**src/rtl/lcd_seq_pkg.sv**
```systemverilog
// Shared types and field widths for the LCD SPI command/data sequencer.
package lcd_seq_pkg;

   localparam int KIND_W    = 2;
   localparam int PAYLOAD_W = 8;
   localparam int WORD_W    = KIND_W + PAYLOAD_W;

   typedef enum logic [1:0] {
      K_CMD = 2'b00,
      K_DAT = 2'b01,
      K_DLY = 2'b10,
      K_CSR = 2'b11
   } kind_e;

   typedef enum logic [2:0] {
      S_IDLE,
      S_DISPATCH,
      S_START,
      S_WAIT_HI,
      S_WAIT_LO,
      S_DELAY,
      S_GAP
   } state_e;

   // Extracts the kind tag from the top bits of a queued word.
   function automatic kind_e word_kind(input logic [WORD_W-1:0] word);
      return kind_e'(word[WORD_W-1 -: KIND_W]);
   endfunction

endpackage

```
**src/rtl/sync_fifo.sv**
```systemverilog
// Single-clock FIFO with occupancy count; a push while full is dropped and
// a pop cannot make room for a same-cycle push.
module sync_fifo #(
   parameter int WIDTH = 10,
   parameter int DEPTH = 16
) (
   input  logic                         clk,
   input  logic                         rst_n,
   input  logic                         i_push,
   input  logic                         i_pop,
   input  logic [WIDTH-1:0]             i_data,
   output logic [WIDTH-1:0]             o_data,
   output logic                         o_full,
   output logic                         o_empty,
   output logic [$clog2(DEPTH+1)-1:0]   o_level
);

   localparam int AW = $clog2(DEPTH);
   localparam int LW = $clog2(DEPTH+1);

   logic [WIDTH-1:0] r_mem [DEPTH];
   logic [AW-1:0]    r_wr_ptr;
   logic [AW-1:0]    r_rd_ptr;
   logic [LW-1:0]    r_level;
   logic             w_push_ok;
   logic             w_pop_ok;

   assign o_full    = (r_level == LW'(DEPTH));
   assign o_empty   = (r_level == '0);
   assign w_push_ok = i_push & ~o_full;
   assign w_pop_ok  = i_pop & ~o_empty;
   assign o_data    = r_mem[r_rd_ptr];
   assign o_level   = r_level;

   // Storage array; contents need no reset because the pointers define validity.
   always_ff @(posedge clk) begin
      if (w_push_ok) begin
         r_mem[r_wr_ptr] <= i_data;
      end
   end

   // Pointers wrap naturally because DEPTH is a power of two.
   always_ff @(posedge clk or negedge rst_n) begin
      if (!rst_n) begin
         r_wr_ptr <= '0;
         r_rd_ptr <= '0;
         r_level  <= '0;
      end else begin
         if (w_push_ok) begin
            r_wr_ptr <= r_wr_ptr + AW'(1);
         end
         if (w_pop_ok) begin
            r_rd_ptr <= r_rd_ptr + AW'(1);
         end
         case ({w_push_ok, w_pop_ok})
            2'b10:   r_level <= r_level + LW'(1);
            2'b01:   r_level <= r_level - LW'(1);
            default: r_level <= r_level;
         endcase
      end
   end

endmodule

```
**src/rtl/lcd_spi_sequencer.sv**
```systemverilog
// Sequencer feeding SpiMaster one byte at a time from a word FIFO, driving
// the LCD chip select and D/C lines and executing inline delay and
// chip-select-release words. CS_GAP must be at least 2.
module lcd_spi_sequencer
   import lcd_seq_pkg::*;
#(
   parameter int DEPTH      = 16,
   parameter int DELAY_UNIT = 12000,
   parameter int CS_GAP     = 4
) (
   input  logic                         clk,
   input  logic                         rst_n,
   input  logic                         i_in_valid,
   output logic                         o_in_ready,
   input  logic [WORD_W-1:0]            i_in_word,
   output logic                         o_spi_start,
   output logic [PAYLOAD_W-1:0]         o_spi_data,
   input  logic                         i_spi_busy,
   output logic                         o_lcd_cs_n,
   output logic                         o_lcd_dc,
   output logic                         o_idle,
   output logic [$clog2(DEPTH+1)-1:0]   o_level
);

   localparam int CNT_W = PAYLOAD_W + $clog2(DELAY_UNIT + 1);
   // The idle cycle that pops the next word also shows CS high, so the gap
   // state itself runs one cycle short to keep the visible high time at CS_GAP.
   localparam logic [CNT_W-1:0] GAP_LOAD = (CS_GAP > 1) ? CNT_W'(CS_GAP - 1) : CNT_W'(1);

   state_e                 r_state;
   state_e                 w_next;
   logic [WORD_W-1:0]      r_word;
   logic [CNT_W-1:0]       r_cnt;
   logic [PAYLOAD_W-1:0]   r_spi_data;
   logic                   r_dc;
   logic                   r_cs_n;
   logic                   r_run;
   logic                   w_pop;
   logic                   w_full;
   logic                   w_empty;
   logic [WORD_W-1:0]      w_head;
   kind_e                  w_kind;
   kind_e                  w_head_kind;
   logic [PAYLOAD_W-1:0]   w_payload;
   logic [CNT_W-1:0]       w_dly_prod;

   assign w_kind      = word_kind(r_word);
   assign w_head_kind = word_kind(w_head);
   assign w_payload   = r_word[PAYLOAD_W-1:0];
   assign w_dly_prod  = CNT_W'(w_payload) * CNT_W'(DELAY_UNIT);

   assign o_in_ready  = r_run & ~w_full;
   assign o_spi_data  = r_spi_data;
   assign o_lcd_dc    = r_dc;
   assign o_lcd_cs_n  = r_cs_n;
   assign o_idle      = w_empty & (r_state == S_IDLE);

   sync_fifo #(
      .WIDTH (WORD_W),
      .DEPTH (DEPTH)
   ) u_fifo (
      .clk     (clk),
      .rst_n   (rst_n),
      .i_push  (i_in_valid & o_in_ready),
      .i_pop   (w_pop),
      .i_data  (i_in_word),
      .o_data  (w_head),
      .o_full  (w_full),
      .o_empty (w_empty),
      .o_level (o_level)
   );

   // Holds in_ready low while reset is asserted and until the first clock after it.
   always_ff @(posedge clk or negedge rst_n) begin
      if (!rst_n) begin
         r_run <= 1'b0;
      end else begin
         r_run <= 1'b1;
      end
   end

   // State register.
   always_ff @(posedge clk or negedge rst_n) begin
      if (!rst_n) begin
         r_state <= S_IDLE;
      end else begin
         r_state <= w_next;
      end
   end

   // Next-state decode plus the FIFO pop and the one-cycle SPI start strobe.
   always_comb begin
      w_next      = r_state;
      w_pop       = 1'b0;
      o_spi_start = 1'b0;
      case (r_state)
         S_IDLE: begin
            if (!w_empty) begin
               w_pop  = 1'b1;
               w_next = S_DISPATCH;
            end
         end
         S_DISPATCH: begin
            case (w_kind)
               K_CMD, K_DAT: if (!i_spi_busy) w_next = S_START;
               K_DLY:        w_next = S_DELAY;
               K_CSR:        w_next = S_GAP;
               default:      w_next = S_IDLE;
            endcase
         end
         S_START: begin
            o_spi_start = 1'b1;
            w_next      = S_WAIT_HI;
         end
         S_WAIT_HI: if (i_spi_busy) w_next = S_WAIT_LO;
         S_WAIT_LO: if (!i_spi_busy) w_next = S_IDLE;
         S_DELAY:   if (r_cnt <= CNT_W'(1)) w_next = S_IDLE;
         S_GAP:     if (r_cnt <= CNT_W'(1)) w_next = S_IDLE;
         default:   w_next = S_IDLE;
      endcase
   end

   // Word latch, shared delay/gap counter and the registered LCD-side outputs.
   always_ff @(posedge clk or negedge rst_n) begin
      if (!rst_n) begin
         r_word     <= '0;
         r_cnt      <= '0;
         r_spi_data <= '0;
         r_dc       <= 1'b0;
         r_cs_n     <= 1'b1;
      end else begin
         case (r_state)
            S_IDLE: begin
               if (w_pop) begin
                  r_word <= w_head;
                  if ((w_head_kind == K_CMD) || (w_head_kind == K_DAT)) begin
                     r_cs_n <= 1'b0;
                  end
               end
            end
            S_DISPATCH: begin
               case (w_kind)
                  K_CMD, K_DAT: begin
                     if (!i_spi_busy) begin
                        r_spi_data <= w_payload;
                        r_dc       <= (w_kind == K_DAT);
                        r_cs_n     <= 1'b0;
                     end
                  end
                  K_DLY: begin
                     r_cnt <= (w_payload == '0) ? CNT_W'(1) : w_dly_prod;
                  end
                  K_CSR: begin
                     r_cs_n <= 1'b1;
                     r_cnt  <= GAP_LOAD;
                  end
                  default: begin
                     r_cnt <= r_cnt;
                  end
               endcase
            end
            S_DELAY, S_GAP: begin
               r_cnt <= r_cnt - CNT_W'(1);
            end
            default: begin
               r_cnt <= r_cnt;
            end
         endcase
      end
   end

endmodule

```
**config.mk**
```make
export PLATFORM = sky130hd
export DESIGN_NAME = lcd_spi_sequencer
export DESIGN_NICKNAME = d
export VERILOG_FILES = /design/src/rtl/lcd_seq_pkg.sv /design/src/rtl/sync_fifo.sv /design/src/rtl/lcd_spi_sequencer.sv
export SDC_FILE = /design/constraint.sdc
export NUM_CORES = 1
export LEC_CHECK = 0
export CORE_UTILIZATION = 35
export DETAILED_ROUTE_END_ITERATION = 10
export GPL_ROUTABILITY_DRIVEN = 0
export PLACE_DENSITY = 0.56
export SLEW_MARGIN = 40
export SYNTH_ARGS = -nofsm -noshare
export SYNTH_HDL_FRONTEND = slang
export SYNTH_HIERARCHICAL = 1
export SYNTH_SLANG_ARGS = --single-unit
```
**constraint.sdc**
```tcl
create_clock -name clk -period 7.2 [get_ports clk]
set_input_delay 1.44 -clock clk [delete_from_list [all_inputs] [get_ports clk]]
set_output_delay 1.44 -clock clk [all_outputs]
set_load 0.01 [all_outputs]
```
; ---- After elaboration in Yosys (flattened, before gate mapping)
; Memories as Yosys holds them, arrays and structs flattened.
; Cells that the tools add are included.
[word_totals]
ff_bits = 59
ramBits = 160
input_bits = 14
output_inout_bits = 18
elab_cells = 85
n_memories = 1
[classes]
n_addsub = 5
multipliers = 1
n_lt_le_gt_ge = 1
n_eq_ne = 22
muxes = 21
bitwise = 8
n_reduce_logical = 16
[mem_list]
columns = name, words, word_bits, read_ports, rd_clocked_by_memory_dff, wr, line
row1 = u_fifo.r_mem, 16, 10, 1, 0, 1, sync_fifo.sv:21  ; logic [WIDTH-1:0] r_mem [DEPTH];
[ops]
columns = cell, n
row1 = $pmux W22 S2, 2
row2 = $le A22 B1 Y1 const B, 1
row3 = $mux W22, 1
row4 = $sub A22 B1 Y22 const B, 1
row5 = $pmux W3 S6, 1
row6 = $mul A8 B9 Y17 const B, 1
row7 = $mux W3, 5
row8 = $pmux W5 S2, 1
row9 = $reduce_and A5 Y1, 2
row10 = $eq A3 B3 Y1 const B, 3
row11 = $pmux W3 S3, 1
row12 = $add A4 B1 Y4 const B, 2
row13 = $logic_not A8 Y1, 1
row14 = $mux W1, 8
row15 = $eq A2 B1 Y1 const B, 3
row16 = $eq A2 B2 Y1 const B, 3
row17 = $eq A3 B2 Y1 const B, 2
row18 = $ne A2 B1 Y1 const B, 3
row19 = $ne A2 B2 Y1 const B, 3
row20 = $reduce_bool A2 Y1, 3
row21 = $add A5 B1 Y5 const B, 1
row22 = $and A1 B1 Y1, 5
row23 = $eq A5 B5 Y1 const B, 1
row24 = $logic_not A5 Y1, 1
row25 = other kinds (13), 19

; ---- Logic depth before layout (Yosys ltp)
; Gate-level depths: netlist of run 1.
[logic_depth]
ltp_word = 7
ltp_mapped = 16
mapped_depth_nobuf = 16

; ---- Modules after synthesis
; The synthesis of run 1 kept the hierarchy.
[by_module_without_submodules]
columns = mod, instances, cells_per_inst, area_per_inst_um2, seq_area_each_um2
row1 = sync_fifo, 1, 390, 7019.2, 5129.9
row2 = lcd_spi_sequencer, 1, 433, 3981.3, 1152.4

; ---- Worst setup path after synthesis of run 1
; Ideal clock, no wire load.
[synth_timing]
path_kind = reg2reg
start = register r_word[5]
end = register r_cnt[18]
setup_time_ns = 0.127
t_arrival_ns = 4.350
required_ns = 7.073
setup_slack_ns = 2.724
stages_incl_launch_ff = 16
path_buffers = 0
period_less_slack_ns = 4.476
path_cell_list = dfrtp_1 -> inv_1 -> fa_1 -> fa_1 -> inv_1 -> fa_1 -> inv_1 -> fa_1 -> inv_1 -> ha_1 -> o21ai_0 -> or4b_2 -> a31oi_1 -> nor4_1 -> o31ai_1 -> a21oi_1
[synth_between]
elab_chain_len = 4
word_cells_on_any_way = 5
cone_classes = 1 x mul / 3 x mux / 1 x reduce/logical
[synth_rtl]
columns = element, line
row1 = "start, declared", lcd_spi_sequencer.sv:32  ; logic [WORD_W-1:0] r_word;
row2 = "start signal, assigned", lcd_spi_sequencer.sv:135  ; r_word <= w_head;
row3 = $mul A8 B9 Y17 or $logic_not A8 Y1 (tied branches), "lcd_spi_sequencer.sv:50, lcd_spi_sequencer.sv:151"
row4 = $mux W22 *, lcd_spi_sequencer.sv:151  ; r_cnt <= (w_payload == '0) ? CNT_W'(1) : w_dly_prod;
row5 = $pmux W22 S2 *, lcd_spi_sequencer.sv:142  ; case (w_kind)
row6 = $pmux W22 S2 *, lcd_spi_sequencer.sv:132  ; case (r_state)
row7 = "end signal, assigned", lcd_spi_sequencer.sv:151
row8 = "end signal, assigned", lcd_spi_sequencer.sv:158  ; r_cnt <= r_cnt;
row9 = "end signal, assigned", lcd_spi_sequencer.sv:163  ; r_cnt <= r_cnt - CNT_W'(1);
row10 = "end, declared", lcd_spi_sequencer.sv:33  ; logic [CNT_W-1:0] r_cnt;
; Every way passes the cells marked *; elsewhere a longest branch is shown, timed or not.
; A chain may end at the register's enable or synchronous reset.

; ---- Worst setup path in the final report of run 1
; Same ends and word-level chain as after synthesis.

==> results of run 1 <==
per-stage QoR:
step	area, sq um	instances	utilization (%)
floorplan	11000	823	-
global placement	11700	1229	38.0
detailed placement	11700	1229	38.1
CTS	12500	1274	40.6
global route	12500	1274	40.7
finish	12500	1274	40.7
per-layer routing:
metal / global-route usage (%) / wire (um)
met2: 24.8 / 11100
met1: 19.7 / 10200
met5: 0 / 0
met4: 3.15 / 345
met3: 2.12 / 796
state kept, by name (all words and copies together), names as in the netlist:
name and cells:
o_lcd_dc 1, o_spi_data 8, r_state 3, r_word 10
o_lcd_cs_n 1, u_fifo/r_rd_ptr 4, u_fifo/r_wr_ptr 4, r_cnt 22
u_fifo/o_level 5, r_run 1, u_fifo/r_mem 160
critical path, cell delays in order (launching register included):
cell and delay (ns):
sky130_fd_sc_hd__dfrtp_1 0.43, sky130_fd_sc_hd__inv_1 0.12, sky130_fd_sc_hd__fa_1 0.57, sky130_fd_sc_hd__fa_1 0.56, sky130_fd_sc_hd__inv_1 0.06, sky130_fd_sc_hd__fa_1 0.53
sky130_fd_sc_hd__inv_1 0.06, sky130_fd_sc_hd__fa_1 0.53, sky130_fd_sc_hd__inv_1 0.04, sky130_fd_sc_hd__ha_1 0.34, sky130_fd_sc_hd__o21ai_0 0.16, sky130_fd_sc_hd__or4b_2 0.66
sky130_fd_sc_hd__a31oi_1 0.21, sky130_fd_sc_hd__nor4_1 0.09, sky130_fd_sc_hd__o31ai_1 0.23, sky130_fd_sc_hd__a21oi_1 0.09
how the worst min path moves through the flow:
stage,to,slack [ns],depth (start not counted),startpoint
after floorplan,r_cnt[10]$_DFFE_PN0P_,0.47,1,r_cnt[10]$_DFFE_PN0P_
after global placement,o_spi_data[1]$_DFFE_PN0P_,0.46,2,o_spi_data[1]$_DFFE_PN0P_
after detailed placement,o_spi_data[1]$_DFFE_PN0P_,0.47,2,o_spi_data[1]$_DFFE_PN0P_
after CTS,o_spi_data[1]$_DFFE_PN0P_,0.48,2,o_spi_data[1]$_DFFE_PN0P_
after global routing,o_lcd_cs_n$_DFFE_PN1P_,0.51,2,o_lcd_cs_n$_DFFE_PN1P_
final,o_spi_data[1]$_DFFE_PN0P_,0.48,2,o_spi_data[1]$_DFFE_PN0P_
placed cells by master (no fill, tap or decap), drive strengths merged, types with 14 or more instances in the layout:
cell type	count
nor2	35
o21ai	53
a21oi	23
xnor2	14
clkbuf	29
inv	71
mux2i	32
edfxtp	160
mux2	18
fa	26
ha	54
clkdlybuf4s50	30
mux4	20
nor3	19
dfrtp	58
nand2	63
final cells by class:
class | instances | area [sq um] | share of cell area (%)
flip-flops and latches | 219 | 6290 | 50.3
multi-input cells | 504 | 4300 | 34.4
clock buffers | 29 | 641 | 5.12
well taps | 396 | 495 | 3.96
repair buffers | 40 | 377 | 3.01
inverters | 70 | 263 | 2.10
clock inverters | 16 | 143 | 1.14
kinds of logic after synthesis:
logic type | after synthesis
flops | 219
simple gates | 185
compound gates | 146
buf+inv | 100
fa+ha+maj | 80
mux | 70
xor+xnor | 22
other cells | 1
==> impl_metrics.yaml, run 1 <==
outcome:
  status: "finished with violations"
  failed_checks: "DRC"
logic_synthesis:
  area_share_of_and_or_nand_nor_cells_after_synthesis_pct: 8.51
  synth_most_common_cell: "sky130_fd_sc_hd__edfxtp_1"
  sequential_share_of_the_synthesized_area_pct: 57.1
  synthTopCellsByCount: "sky130_fd_sc_hd__edfxtp_1, sky130_fd_sc_hd__inv_1, sky130_fd_sc_hd__nand2_1"
  synthDominantAreaCellType: "sky130_fd_sc_hd__edfxtp_1"
  number_of_flops_mapped_to_enable_cells_by_yosys: 160
  synth_top_area_share_pct: 43.7
  main_combinational_cell_family_by_area_after_synthesis: "adder cells"
  syn_area_per_cell_sq_um: 13.4
  async_flop_share_pct: 26.9
  synth_mux_area_share_pct: 8.88
  post_synth_fa_ha_maj_area_fraction_pct: 10.9
  synthCells: 823
  synthesis.area_sq_um: 11000
  synthTopCellsByArea: "sky130_fd_sc_hd__edfxtp_1, sky130_fd_sc_hd__dfrtp_1, sky130_fd_sc_hd__ha_1"
  syn_nets: 917
  synth-xor-area-share_pct: 1.75
  yosys_most_used_dff: "sky130_fd_sc_hd__edfxtp_1"
  yosys_register_bits: 219
  synth-compound-area-share_pct: 8.76
  post_synthesis_cell_type_count: 70
  yosys_warnings: 6
setup_path:
  cp_data_arrival_time_ns: 5.20
  type_of_the_setup_path_with_the_least_slack: "flip-flop to flip-flop"
  reg2reg_from: "r_word[5]$_DFFE_PN0P_"
  worstSetupStartpointType: "flip-flop"
  critPathCapture: "r_cnt[18]$_DFFE_PN0P_"
  r2r_cells: 15
  crit_path_max_fanout: 5
  worstSetupEndpointType: "flip-flop"
  cp_data_required_time_ns: 7.61
  rr_endpoint: "r_cnt[18]$_DFFE_PN0P_"
  worst_setup_path_startpoint: "r_word[5]$_DFFE_PN0P_"
  reg2reg_slack_ns: 2.41
sta:
  grt_setup_unrepaired: "no"
  worst_pin_slew_ns: 0.766
  setup_viol_count_final: 0
  fmaxAchievable_mhz: 209
  timing.setup.tns_ns: 0
  fin_worst_skew_ns: 0.00883
  finalCriticalPeriod_ns: 4.79
  timing_hold_violations_final: 0
  worst_slack_ns: 2.41
  fin_worst_hold_slack_ns: 0.475
  max_slew_vio_count: 0
  timing.max_slew.rel_slack_pct: 48.8
  layout_worst_path_cycle_share_pct: 66.6
clock_network:
  ctsRootBufferMaster: "sky130_fd_sc_hd__clkbuf_16"
  cts.repair_timing.setup_buffer_count: 0
  cts.reportedPaths.clkPinSlew_ns: 0.06
  cts_tree: "yes"
  cts.sinks: 219
  cts_made_buffers: 25
  holdBufCountCts: 0
  clkLatencyLatePin_ns: 0.53
  cts.repair.resized: 0
  max-clock-path-buffers: 3
  htreeDepth: 1
grt:
  globalRoute.totalOverflow: 0
  grt_use_total_pct: 14.6
  grt_pass1_wl_mm: 36.4
  grt_max_degree: 60
  grt_pass1_vias: 6564
  antenna_found_initial: 0
floorplan:
  die_area_sq_um: 32100
  core_region_area_sq_um: 30700
  design.portCount: 32
  die_y_um: 179
  initial_utilization_pct: 35.8
  die-width_um: 179
  rows: 64
layout:
  layout-area-overhead-vs-synth_pct: 13.7
  finalNetCount: 954
  n_antenna_cell: 0
  fill_cell_total_of_the_finished_layout: 2874
  drive_gt1_share_pct: 12.4
route:
  routed-via-count: 6507
  routed_wire_length_per_instance_um: 17.6
  antenna_left: 0
  drt_first_pass_iters: 8
  wirelength_mm: 22.4
  first_iter_violations: 328
  via_per_inst: 5.11
  drc: 6
place:
  place.port_buffers: 31
  worst_slack_at_placement_ns: 2.41
  dpl.hpwl_mm: 15.7
flow_run:
  drv.max_cap_violation_count: 0
hold_path:
  hold_class: "flip-flop to flip-flop"
Power of run 1 is left out: the tool's default activity adds up to more than one toggle a clock period on the data nets, which glitch-free logic cannot reach.
==> run 2: changes to the inputs <==
--- a/config.mk
+++ b/config.mk
@@ -8,7 +8,7 @@
 export CORE_UTILIZATION = 35
 export DETAILED_ROUTE_END_ITERATION = 10
 export GPL_ROUTABILITY_DRIVEN = 0
-export PLACE_DENSITY = 0.56
+export PLACE_DENSITY = 0.58
 export SLEW_MARGIN = 40
 export SYNTH_ARGS = -nofsm -noshare
 export SYNTH_HDL_FRONTEND = slang
==> constraint.sdc (replaced) <==
create_clock -name clk -period 4.3 [get_ports clk]
set_input_delay 0.86 -clock clk [delete_from_list [all_inputs] [get_ports clk]]
set_output_delay 0.86 -clock clk [all_outputs]
set_load 0.01 [all_outputs]
==> impl_metrics.yaml, run 2 (synthesis results as in run 1) <==
grt:
  globalRoute.totalOverflow: 0
  grt_pass1_vias: 6619
  grt_max_degree: 42
  grt_pass1_wl_mm: 36.9
  grt_use_total_pct: 15.0
  antenna_found_initial: 0
sta:
  layout_worst_path_cycle_share_pct: 97.9
  timing.setup.tns_ns: 0
  setup_viol_count_final: 0
  worst_slack_ns: 0.0918
  timing_hold_violations_final: 0
  fin_worst_hold_slack_ns: 0.321
  grt_setup_unrepaired: "yes"
  fin_worst_skew_ns: 0.0133
  timing.max_slew.rel_slack_pct: 45.3
  max_slew_vio_count: 0
  finalCriticalPeriod_ns: 4.21
  worst_pin_slew_ns: 0.821
  fmaxAchievable_mhz: 238
flow_run:
  drv.max_cap_violation_count: 0
layout:
  seqCellArea_sq_um: 6290
  commonest_cells_after_routing_fill_and_taps_aside: "sky130_fd_sc_hd__edfxtp_1, sky130_fd_sc_hd__inv_1, sky130_fd_sc_hd__nand2_1, sky130_fd_sc_hd__buf_4, sky130_fd_sc_hd__dfrtp_1"
  largest_register_ffs: 160
  layout-area-overhead-vs-synth_pct: 18.4
  drive_gt1_share_pct: 19.0
  largest_registers: "u_fifo/r_mem (160), r_cnt (22), r_word (10)"
  final_cells: 1319
  largest-register: "u_fifo/r_mem"
  n_antenna_cell: 0
  finalNetCount: 1001
  commonest_non_fill_non_tap_cell_in_the_layout: "sky130_fd_sc_hd__edfxtp_1"
  multiInputGateArea_sq_um: 4460
  fill_cell_total_of_the_finished_layout: 2892
route:
  wirelength_mm: 23.2
  routed_wire_length_per_instance_um: 17.6
  routed-wl-met2_mm: 11.6
  first_iter_violations: 299
  via_per_inst: 5.08
  drt_first_pass_iters: 5
  antenna_left: 0
  detail_route.wirelength.met1_mm: 10.2
  wl_met3_um: 812
  drc: 0
  highest_layer: "met4"
  routed-via-count: 6701
floorplan:
  design.portCount: 32
  initial_utilization_pct: 35.8
  die_y_um: 179
  die_area_sq_um: 32100
  rows: 64
  die-width_um: 179
  core_region_area_sq_um: 30700
place:
  worst_slack_at_placement_ns: -0.146
  place_inst: 1272
  place.port_buffers: 31
  dpl.hpwl_mm: 16.0
setup_path:
  type_of_the_setup_path_with_the_least_slack: "flip-flop to flip-flop"
  cp_data_required_time_ns: 4.71
  worstSetupEndpointType: "flip-flop"
  crit_path_max_fanout: 4
  worstSetupStartpointType: "flip-flop"
  cp_data_arrival_time_ns: 4.62
clock_network:
  ctsRootBufferMaster: "sky130_fd_sc_hd__clkbuf_16"
  max-clock-path-buffers: 3
  cts_tree: "yes"
  clkLatencyLatePin_ns: 0.54
  cts.reportedPaths.clkPinSlew_ns: 0.06
  htreeDepth: 1
  cts.sinks: 219
  cts_made_buffers: 24
hold_path:
  hold_class: "input pin to async pin"
outcome:
  status: "finished, final reports clean"
[run 2: worst max-delay path, cell delays in order (launching register included)]
cell	delay [ns]
sky130_fd_sc_hd__dfrtp_1	0.41
sky130_fd_sc_hd__inv_2	0.07
sky130_fd_sc_hd__fa_2	0.50
sky130_fd_sc_hd__fa_1	0.57
sky130_fd_sc_hd__inv_2	0.04
sky130_fd_sc_hd__fa_1	0.48
sky130_fd_sc_hd__inv_2	0.04
sky130_fd_sc_hd__fa_1	0.51
sky130_fd_sc_hd__inv_2	0.05
sky130_fd_sc_hd__ha_4	0.26
sky130_fd_sc_hd__o21ai_2	0.06
sky130_fd_sc_hd__or4b_4	0.49
sky130_fd_sc_hd__a31oi_4	0.23
sky130_fd_sc_hd__nor4_4	0.06
sky130_fd_sc_hd__o31ai_1	0.22
sky130_fd_sc_hd__a21oi_1	0.10
[run 2: final timing paths]
check | startpoint | endpoint | slack, ns | cells after the start
max reg2reg | r_word[5]$_DFFE_PN0P_ | r_cnt[18]$_DFFE_PN0P_ | 0.09 | 15
min | rst_n | r_cnt[2]$_DFFE_PN0P_ | 0.32 | 1
max in group asynchronous | rst_n | r_word[6]$_DFFE_PN0P_ | 3.29 | 2
min reg2reg | o_spi_data[3]$_DFFE_PN0P_ | o_spi_data[3]$_DFFE_PN0P_ | 0.48 | 2
max | r_word[5]$_DFFE_PN0P_ | r_cnt[18]$_DFFE_PN0P_ | 0.09 | 15
min in group clk | o_spi_data[3]$_DFFE_PN0P_ | o_spi_data[3]$_DFFE_PN0P_ | 0.48 | 2
[run 2: cell type report]
type / count / area share (%)
clock buffers: 26 / 4.67
clock inverters: 16 / 1.40
inverters: 70 / 2.02
multi-input cells: 504 / 34.2
flip-flops and latches: 219 / 48.3
well taps: 396 / 3.80
repair buffers: 88 / 5.65
[run 2: per-layer routing]
metal | GRT usage (%) | vias to the layer above
met2 | 25.7 | 124
met5 | 0 | -
met4 | 3.89 | 0
met3 | 2.04 | 31
li1 | - | 3232
met1 | 19.8 | 3314
[run 2: stage by stage]
step	utilization [%]	cell area (sq um)
final	42.4	13000
after floorplan	-	11000
after global placement	39.1	12000
after detailed placement	39.1	12000
after global routing	42.4	13000
after CTS	42.0	12900
[run 2: what timing repair did]
item	in CTS	in global routing
pin swaps	5	19
hold endpoints to repair	0	0
hold buffers	0	0
buffers inserted	3	2
gates resized for setup	8	22
setup endpoints to repair	2	5
Power of run 2 is left out for the same reason.
